## config.mk

```make
export PLATFORM = sky130hd
export DESIGN_NAME = cv32e40p_wb_buffer
export DESIGN_NICKNAME = d
export VERILOG_FILES = /design/src/rtl/cv32e40p_wb_buffer_pkg.sv /design/src/rtl/cv32e40p_wb_buffer.sv
export SDC_FILE = /design/constraint.sdc
export NUM_CORES = 1
export LEC_CHECK = 0
export BUFFER_PORTS_ARGS = -buffer_cell sky130_fd_sc_hd__buf_2
export CAP_MARGIN = 30
export CORE_MARGIN = 1.5
export CORE_UTILIZATION = 39
export CTS_CLUSTER_SIZE = 30
export DETAILED_ROUTE_END_ITERATION = 8
export GPL_ROUTABILITY_DRIVEN = 0
export GPL_TIMING_DRIVEN = 0
export SLEW_MARGIN = 20
export SYNTH_ARGS = -nofsm -noshare
export SYNTH_HDL_FRONTEND = slang
export SYNTH_SLANG_ARGS = --single-unit
```

## constraint.sdc

```tcl
create_clock -name clk_int -period 4.7 [get_ports clk_int]
set_input_delay 0.94 -clock clk_int [delete_from_list [all_inputs] [get_ports clk_int]]
set_output_delay 0.94 -clock clk_int [all_outputs]
set_load 0.03 [all_outputs]
```

## src/rtl/cv32e40p_wb_buffer_pkg.sv

```systemverilog
// Shared types and defaults for the write-back buffer.
// Holds the entry layout and default sizes.
package cv32e40p_pkg;

    localparam int unsigned WB_ADDR_WIDTH = 6;
    localparam int unsigned WB_DATA_WIDTH = 32;
    localparam int unsigned WB_DEPTH      = 4;

    // live=0 marks an entry that drains without writing
    typedef struct packed {
        logic                     live;
        logic [WB_ADDR_WIDTH-1:0] addr;
        logic [WB_DATA_WIDTH-1:0] data;
    } wb_entry_t;

    function automatic logic addr_hit(
        input logic [WB_ADDR_WIDTH-1:0] a,
        input logic [WB_ADDR_WIDTH-1:0] b
    );
        return (a == b) && (a != '0);
    endfunction

endpackage

```

## src/rtl/cv32e40p_wb_buffer.sv

```systemverilog
// In-order write-back buffer feeding register-file port W2.
// Ports: push side (valid/ready/addr/data), W1 snoop (we_a/waddr_a),
// three read-hazard ports, W2 write outputs and empty flag.
module cv32e40p_wb_buffer
    import cv32e40p_pkg::*;
#(
    parameter int unsigned ADDR_WIDTH = WB_ADDR_WIDTH,
    parameter int unsigned DATA_WIDTH = WB_DATA_WIDTH,
    parameter int unsigned DEPTH      = WB_DEPTH
) (
    input  logic                  clk_int,
    input  logic                  rst_n,
    input  logic                  flush_i,
    input  logic                  push_valid_i,
    output logic                  push_ready_o,
    input  logic [ADDR_WIDTH-1:0] push_addr_i,
    input  logic [DATA_WIDTH-1:0] push_data_i,
    input  logic                  we_a_i,
    input  logic [ADDR_WIDTH-1:0] waddr_a_i,
    input  logic [ADDR_WIDTH-1:0] raddr_a_i,
    input  logic [ADDR_WIDTH-1:0] raddr_b_i,
    input  logic [ADDR_WIDTH-1:0] raddr_c_i,
    output logic                  hazard_a_o,
    output logic                  hazard_b_o,
    output logic                  hazard_c_o,
    output logic                  we_b_o,
    output logic [ADDR_WIDTH-1:0] waddr_b_o,
    output logic [DATA_WIDTH-1:0] wdata_b_o,
    output logic                  empty_o
);

    localparam int PW = $clog2(DEPTH);
    localparam logic [PW:0] CNT_FULL = (PW+1)'(DEPTH);
    localparam logic [PW:0] CNT_ONE  = (PW+1)'(1);
    localparam logic [PW-1:0] PTR_ONE = PW'(1);

    typedef struct packed {
        logic                  live;
        logic [ADDR_WIDTH-1:0] addr;
        logic [DATA_WIDTH-1:0] data;
    } entry_t;

    entry_t          mem [DEPTH];
    logic [PW-1:0]   rd_ptr;
    logic [PW-1:0]   wr_ptr;
    logic [PW:0]     count;

    logic            empty;
    logic            pop;
    logic            push_acc;
    logic            kill_en;
    logic            kill_head;
    entry_t          head;
    logic [DEPTH-1:0] held;
    logic [DEPTH-1:0] kill_vec;
    logic [ADDR_WIDTH-1:0] raddr [3];
    logic [2:0]      hz;

    assign empty     = (count == '0);
    assign pop       = ~empty;
    assign push_ready_o = (count != CNT_FULL);
    assign push_acc  = push_valid_i & push_ready_o;
    assign kill_en   = we_a_i & (waddr_a_i != '0);
    assign head      = mem[rd_ptr];
    assign kill_head = kill_en & (head.addr == waddr_a_i);

    // W1 wins the regfile race only if W2 stays quiet this cycle
    assign we_b_o    = pop & head.live & ~kill_head;
    assign waddr_b_o = empty ? '0 : head.addr;
    assign wdata_b_o = empty ? '0 : head.data;
    assign empty_o   = empty;

    assign raddr[0] = raddr_a_i;
    assign raddr[1] = raddr_b_i;
    assign raddr[2] = raddr_c_i;

    // held: slot lies inside the occupied window starting at rd_ptr
    always_comb begin
        logic [PW-1:0] off;
        held     = '0;
        kill_vec = '0;
        off      = '0;
        for (int i = 0; i < DEPTH; i++) begin
            off         = PW'(i) - rd_ptr;
            held[i]     = ({1'b0, off} < count);
            kill_vec[i] = kill_en & (mem[i].addr == waddr_a_i);
        end
    end

    always_comb begin
        hz = '0;
        for (int p = 0; p < 3; p++) begin
            for (int i = 0; i < DEPTH; i++) begin
                if (held[i] && mem[i].live && !kill_vec[i] &&
                    mem[i].addr == raddr[p])
                    hz[p] = 1'b1;
            end
            if (push_acc && push_addr_i == raddr[p])
                hz[p] = 1'b1;
            if (raddr[p] == '0)
                hz[p] = 1'b0;
        end
    end

    assign hazard_a_o = hz[0];
    assign hazard_b_o = hz[1];
    assign hazard_c_o = hz[2];

    always_ff @(posedge clk_int or negedge rst_n) begin
        if (!rst_n) begin
            rd_ptr <= '0;
            wr_ptr <= '0;
            count  <= '0;
            for (int i = 0; i < DEPTH; i++)
                mem[i] <= '0;
        end else if (flush_i) begin
            rd_ptr <= '0;
            wr_ptr <= '0;
            count  <= '0;
            for (int i = 0; i < DEPTH; i++)
                mem[i].live <= 1'b0;
        end else begin
            for (int i = 0; i < DEPTH; i++)
                if (kill_vec[i])
                    mem[i].live <= 1'b0;
            // written after the kill loop: a same-cycle push is younger
            if (push_acc) begin
                mem[wr_ptr] <= '{live: (push_addr_i != '0),
                                 addr: push_addr_i,
                                 data: push_data_i};
                wr_ptr <= wr_ptr + PTR_ONE;
            end
            if (pop)
                rd_ptr <= rd_ptr + PTR_ONE;
            unique case ({push_acc, pop})
                2'b10:   count <= count + CNT_ONE;
                2'b01:   count <= count - CNT_ONE;
                default: count <= count;
            endcase
        end
    end

endmodule
```

* Yosys cells after proc, flatten, opt, wreduce, memory -nomap -nowiden
Cells that the tools add are included.
** Word-level totals
- RAM bits :: 0
- Memories :: 0
- Bits in latches :: 0
- Register bits :: 163
- Input bits :: 67
- Bits in read-only memories :: 0
** Operators by class
- Bitwise operators :: 14
- $mul :: 0
- Equal/unequal tests :: 24
- Add/subtract/negate cells :: 8
- Magnitude comparators :: 7
- Shifts and indexed selects :: 0
- Mux-type cells :: 45
- Divide/modulo/power cells :: 0
- Reductions and logical operators :: 37
** Operator list (number)
- 156-bit bitwise mux :: 1
- 156-bit two-way mux :: 1
- 6-bit == test :: 20
- 39-bit two-way mux :: 3
- 39-bit binary-select mux with 2-bit select :: 1
- 39-bit demux with 2-bit select :: 1
- 32-bit two-way mux :: 1
- 1-bit two-way mux :: 30
- 1-bit logical AND :: 24
- 6-bit logical NOT :: 3
- 2-bit by 3-bit less-than comparator with 1-bit output :: 4
- 6-bit nonzero test :: 2
- 1-bit bitwise AND :: 9
- 2-bit two-way mux :: 4
- 3-bit >= comparator (second input constant) :: 2
- 6-bit two-way mux :: 1
- 2-bit inverter with 3-bit output :: 2
- 3-bit case mux with 2 select lines :: 1
- 2-bit by 1-bit adder with 2-bit output (second input constant) :: 2
- 1-bit logical NOT :: 4
- 1-bit by 2-bit subtractor with 2-bit output (first input constant) :: 2
- 2-bit subtractor (first input constant) :: 2
- 3-bit by 1-bit adder with 3-bit output (second input constant) :: 1
- 3-bit logical NOT :: 1
- 11 further kinds :: 13

* Longest topological paths before layout
- Depth in word-level cells :: 12
- Depth in mapped cells :: 12

* Worst setup path before layout
Ideal clock, no wire load.
- Path kind :: in2out
- From :: input port waddr_a_i[1]
- To :: output port hazard_b_o
- Stages :: 7
- Slack :: 825 ps
- Arrival time :: 2935 ps
- Cell sequence :: buf_4 or4_4 o31ai_4 o311ai_2 nor4_1 a211oi_1 a31oi_1
** On the way
- Cells in the longest elaborated chain, start to end :: 12
** Ends and longest elaborated chain
- from (decl) :: line cv32e40p_wb_buffer.sv:19 : input logic [ADDR_WIDTH-1:0] waddr_a_i,
- 6-bit nonzero test :: line cv32e40p_wb_buffer.sv:63 : assign kill_en = we_a_i & (waddr_a_i != '0);
- 1-bit bitwise AND :: line cv32e40p_wb_buffer.sv:63
- 1-bit bitwise AND :: line cv32e40p_wb_buffer.sv:86 : kill_vec[i] = kill_en & (mem[i].addr == waddr_a_i);
- 1-bit logical NOT :: line cv32e40p_wb_buffer.sv:94 : if (held[i] && mem[i].live && !kill_vec[i] &&
- 1-bit logical AND (2 in a row) :: line cv32e40p_wb_buffer.sv:94
- 1-bit two-way mux (3 in a row) :: line cv32e40p_wb_buffer.sv:94
- 1-bit two-way mux * :: line cv32e40p_wb_buffer.sv:94
- 1-bit two-way mux * :: line cv32e40p_wb_buffer.sv:98 : if (push_acc && push_addr_i == raddr[p])
- 1-bit two-way mux * :: line cv32e40p_wb_buffer.sv:100 : if (raddr[p] == '0)
- to (decl) :: line cv32e40p_wb_buffer.sv:24 : output logic hazard_b_o,
Mark *: on every way between the ends. The rest lies on a longest branch, timed or not.

* Final worst setup path
- From :: register rd_ptr[1]
- To :: output port hazard_a_o
** On the way
- Cells in the longest elaborated chain, start to end :: 11
** Ends and longest elaborated chain
- from (decl) :: line cv32e40p_wb_buffer.sv:44 : logic [PW-1:0] rd_ptr;
- from (signal assigned) :: line cv32e40p_wb_buffer.sv:134 : rd_ptr <= rd_ptr + PTR_ONE;
- 1-bit by 2-bit subtractor with 2-bit output :: line cv32e40p_wb_buffer.sv:84 : off = PW'(i) - rd_ptr;
- 2-bit by 3-bit less-than comparator with 1-bit output :: line cv32e40p_wb_buffer.sv:85 : held[i] = ({1'b0, off} < count);
- 1-bit logical AND (3 in a row) :: line cv32e40p_wb_buffer.sv:94
- 1-bit two-way mux (3 in a row) :: line cv32e40p_wb_buffer.sv:94
- 1-bit two-way mux * :: line cv32e40p_wb_buffer.sv:94
- 1-bit two-way mux * :: line cv32e40p_wb_buffer.sv:98
- 1-bit two-way mux * :: line cv32e40p_wb_buffer.sv:100
- to (decl) :: line cv32e40p_wb_buffer.sv:23 : output logic hazard_a_o,
Marks and branches as above.

==> summary.txt <==
CTS tree: yes
Mapped Area: 9220 µm²
Post-synth top area cell: dfrtp_1
Most common cell after layout, fill and taps aside: dfrtp_1
Fin crit period: 4.45 ns
Power per standard cell area: 639 nW/µm²
Post-synthesis sequential area ratio: 44.3%
Post-CTS Setup Inserts: 0
Ys flop type: dfrtp_1
Critical path launch point type: flop
Layout cells sized above 1: 39.6%
Hpwl dp: 15.9 mm
Synthesis-stage register bit count: 163
Largest net degree at the start of global routing: 98
1st-iter DRT viols: 394
YS warnings: 0
CP top delay family: buffers and inverters
WS Path Type: flop to output pin
Root Driver: clkbuf_16
Die height: 157 µm
Avg Cell Area, Syn: 12.5 µm²
Buf/Inv on CP: 4
Post-synth top area share: 44.3%
Fin area: 10600 µm²
Final Util: 45.5%
Setup Viol. Count Final: 0
RSZ-0062 raised after global routing: false
Total negative slack: 0 ns
CP arrival: 3.51 ns
VDD IR max: 0.000381 V
Post-DR wirelength/cell: 19.7 µm
Max incr delay on CP: 0.54 ns
Slowest-stage cell, CP: dfrtp_1
Pre-antenna DRT Iters: 4
Most frequent cells in the layout: dfrtp_1, mux2_2, buf_2
Clock-pin slew on the worst setup and hold paths: 0.06 ns
# IOs: 111
Fin cells: 1166
Worst-Margin Slew: 0.924 ns
PortBufs: 79
Critical Path Most Common Cell: buf_2
Required @ worst endpoint: 3.76 ns
Fmax: 225 MHz
All-Layer GR Usage: 19.3%
Number of cells produced by synthesis: 735
Synth area leaders: dfrtp_1, mux2_2, mux4_2, xnor2_1, xor2_1
Clk Latency, worst-skew pair: 0.41 ns
H-tree levels: 4
Die Width: 157 µm
Status: complete, no violations
Routed Wire Length: 23.0 mm
Worst setup margin: 0.255 ns
Routed Antenna Nets: 0
Initial core utilization: 39.5%
Netlist cell types: 39
Initial antenna violation count: 3
Cts bufs inserted: 17
Ys async rst share: 100%
Post-synth EDFFs: 0
Maxcap violations: 0
Area of the core: 23300 µm²
Worst Skew: 0.00761 ns
First-pass GRT wire length: 35.4 mm
Worst setup EP type: output pin
DP Area: 10000 µm²
Vias per Instance: 5.19
Post-Syn Nets: 811
Max FO, Critical Path: 10
Die ar.: 24600 µm²
Hold Path Class: primary input to async pin
Worst-case clock buffer depth: 2
Vias in the first global route: 6113
Post-placement setup slack: 0.143 ns
Fin crit share: 94.6%
Cell Chain, Critical Path: clkbuf_2 > buf_2 > inv_1 > ha_1 > a21boi_0 > o21bai_1 > o311ai_2 > nor4_1 > a221oi_1 > a21oi_1 > buf_2
Placed Instances: 1134
Via count: 6050
Leak Pwr: 0.00454 µW
Nets: 910
Hold Fails Final Rpt: 0
Remaining DRCs: 0
Area growth syn-to-layout: 15.1%
Max Slew Vio Count: 0
Slew margin rel.: 37.6%
Grt ovf: 0
FP Rows: 56
Clk sinks: 163
## what timing repair did
action / in CTS / in global routing
hold buffers: 0 / 0
endpoints found under the setup margin: 3 / 0
gates resized for setup: 2 / 0
## layer usage
layer  GRT usage (%)  share of wire [%]  vias to the layer above
met5               0              0.091                        -
met2            31.9                 49                      169
met1            25.3                 44                     3058
li1                -                  -                     2791
met3            4.93                6.1                       28
met4            4.94                1.3                        4
## layout make-up
class / instances / area [µm²]
Clock buffer: 23 / 478
Sequential cell: 163 / 4080
Tap cell: 319 / 399
Inverter: 5 / 18.8
Clock inverter: 8 / 77.6
Timing Repair Buffer: 80 / 433
Buffer: 89 / 393
Antenna cell: 1 / 2.50
Multi-Input combinational cell: 478 / 4730
Fill cell: 2160 / 12700
## worst register-to-register path, delay by kind of cell (launching register included)
kind,cells,cell delay (ns)
compound gates,2,0.11
fa+ha+maj,1,0.43
buf+inv,2,0.73
flops,1,0.39
simple gates,5,1.22
## stage by stage
stage	hold WS, ns	total power [µW]
after CTS	0.478	6850
after global placement	0.483	5460
after floorplan	0.474	4680
after detailed placement	0.487	5520
final	0.456	6780
after global routing	0.501	7190
## worst paths after layout
path,to,depth (start not counted),startpoint,slack [ns]
hold / removal,async pin,1,rst_n,0.46
hold reg to reg,flop,1,flop,0.50
setup / recovery,hazard_a_o,11,rd_ptr[1],0.25
setup reg to reg,count[2],10,count[2],1.76
max in group asynchronous,async pin,2,rst_n,3.38
min in group clk_int,flop,1,flop,0.50
## synthesized netlist by cell type (2+ instances only)
| cell | count |
|---|---|
| nor2b_1 | 40 |
| dfrtp_1 | 163 |
| nand2_1 | 10 |
| buf_2 | 23 |
| a41oi_1 | 4 |
| a31oi_1 | 2 |
| o41ai_1 | 2 |
| inv_1 | 5 |
| a21oi_1 | 11 |
| nor3_1 | 14 |
| buf_1 | 6 |
| clkbuf_1 | 53 |
| nor2_1 | 18 |
| a311oi_1 | 4 |
| mux2_2 | 152 |
| nand2b_1 | 2 |
| mux4_2 | 39 |
| xor2_1 | 53 |
| nor4_1 | 15 |
| a21boi_0 | 3 |
| ha_1 | 8 |
| or4_1 | 4 |
| xnor2_1 | 70 |
| buf_4 | 5 |
| nand4_1 | 15 |
## kinds of logic (layout without fill, tap and decap cells)
| group | count (synthesis) | in the layout | share of synthesized area (%) |
|---|---|---|---|
| multiplexers | 191 | 191 | 28.1 |
| buffers and inverters | 94 | 205 | 4.44 |
| other | 0 | 1 | 0 |
| XOR/XNOR | 123 | 123 | 11.7 |
| AND/OR/NAND/NOR | 121 | 121 | 7.36 |
| AO/OA/AOI/OAI | 34 | 34 | 2.84 |
| flip-flops | 163 | 163 | 44.3 |
| adder cells (fa/ha/maj) | 9 | 9 | 1.30 |
## where the power goes
| group | internal [µW] | switching (µW) |
|---|---|---|
| sequential | 1980 | 254 |
| clock | 768 | 537 |
| combinational | 1520 | 1730 |
Note: power is estimated with default switching activity, not from simulation.
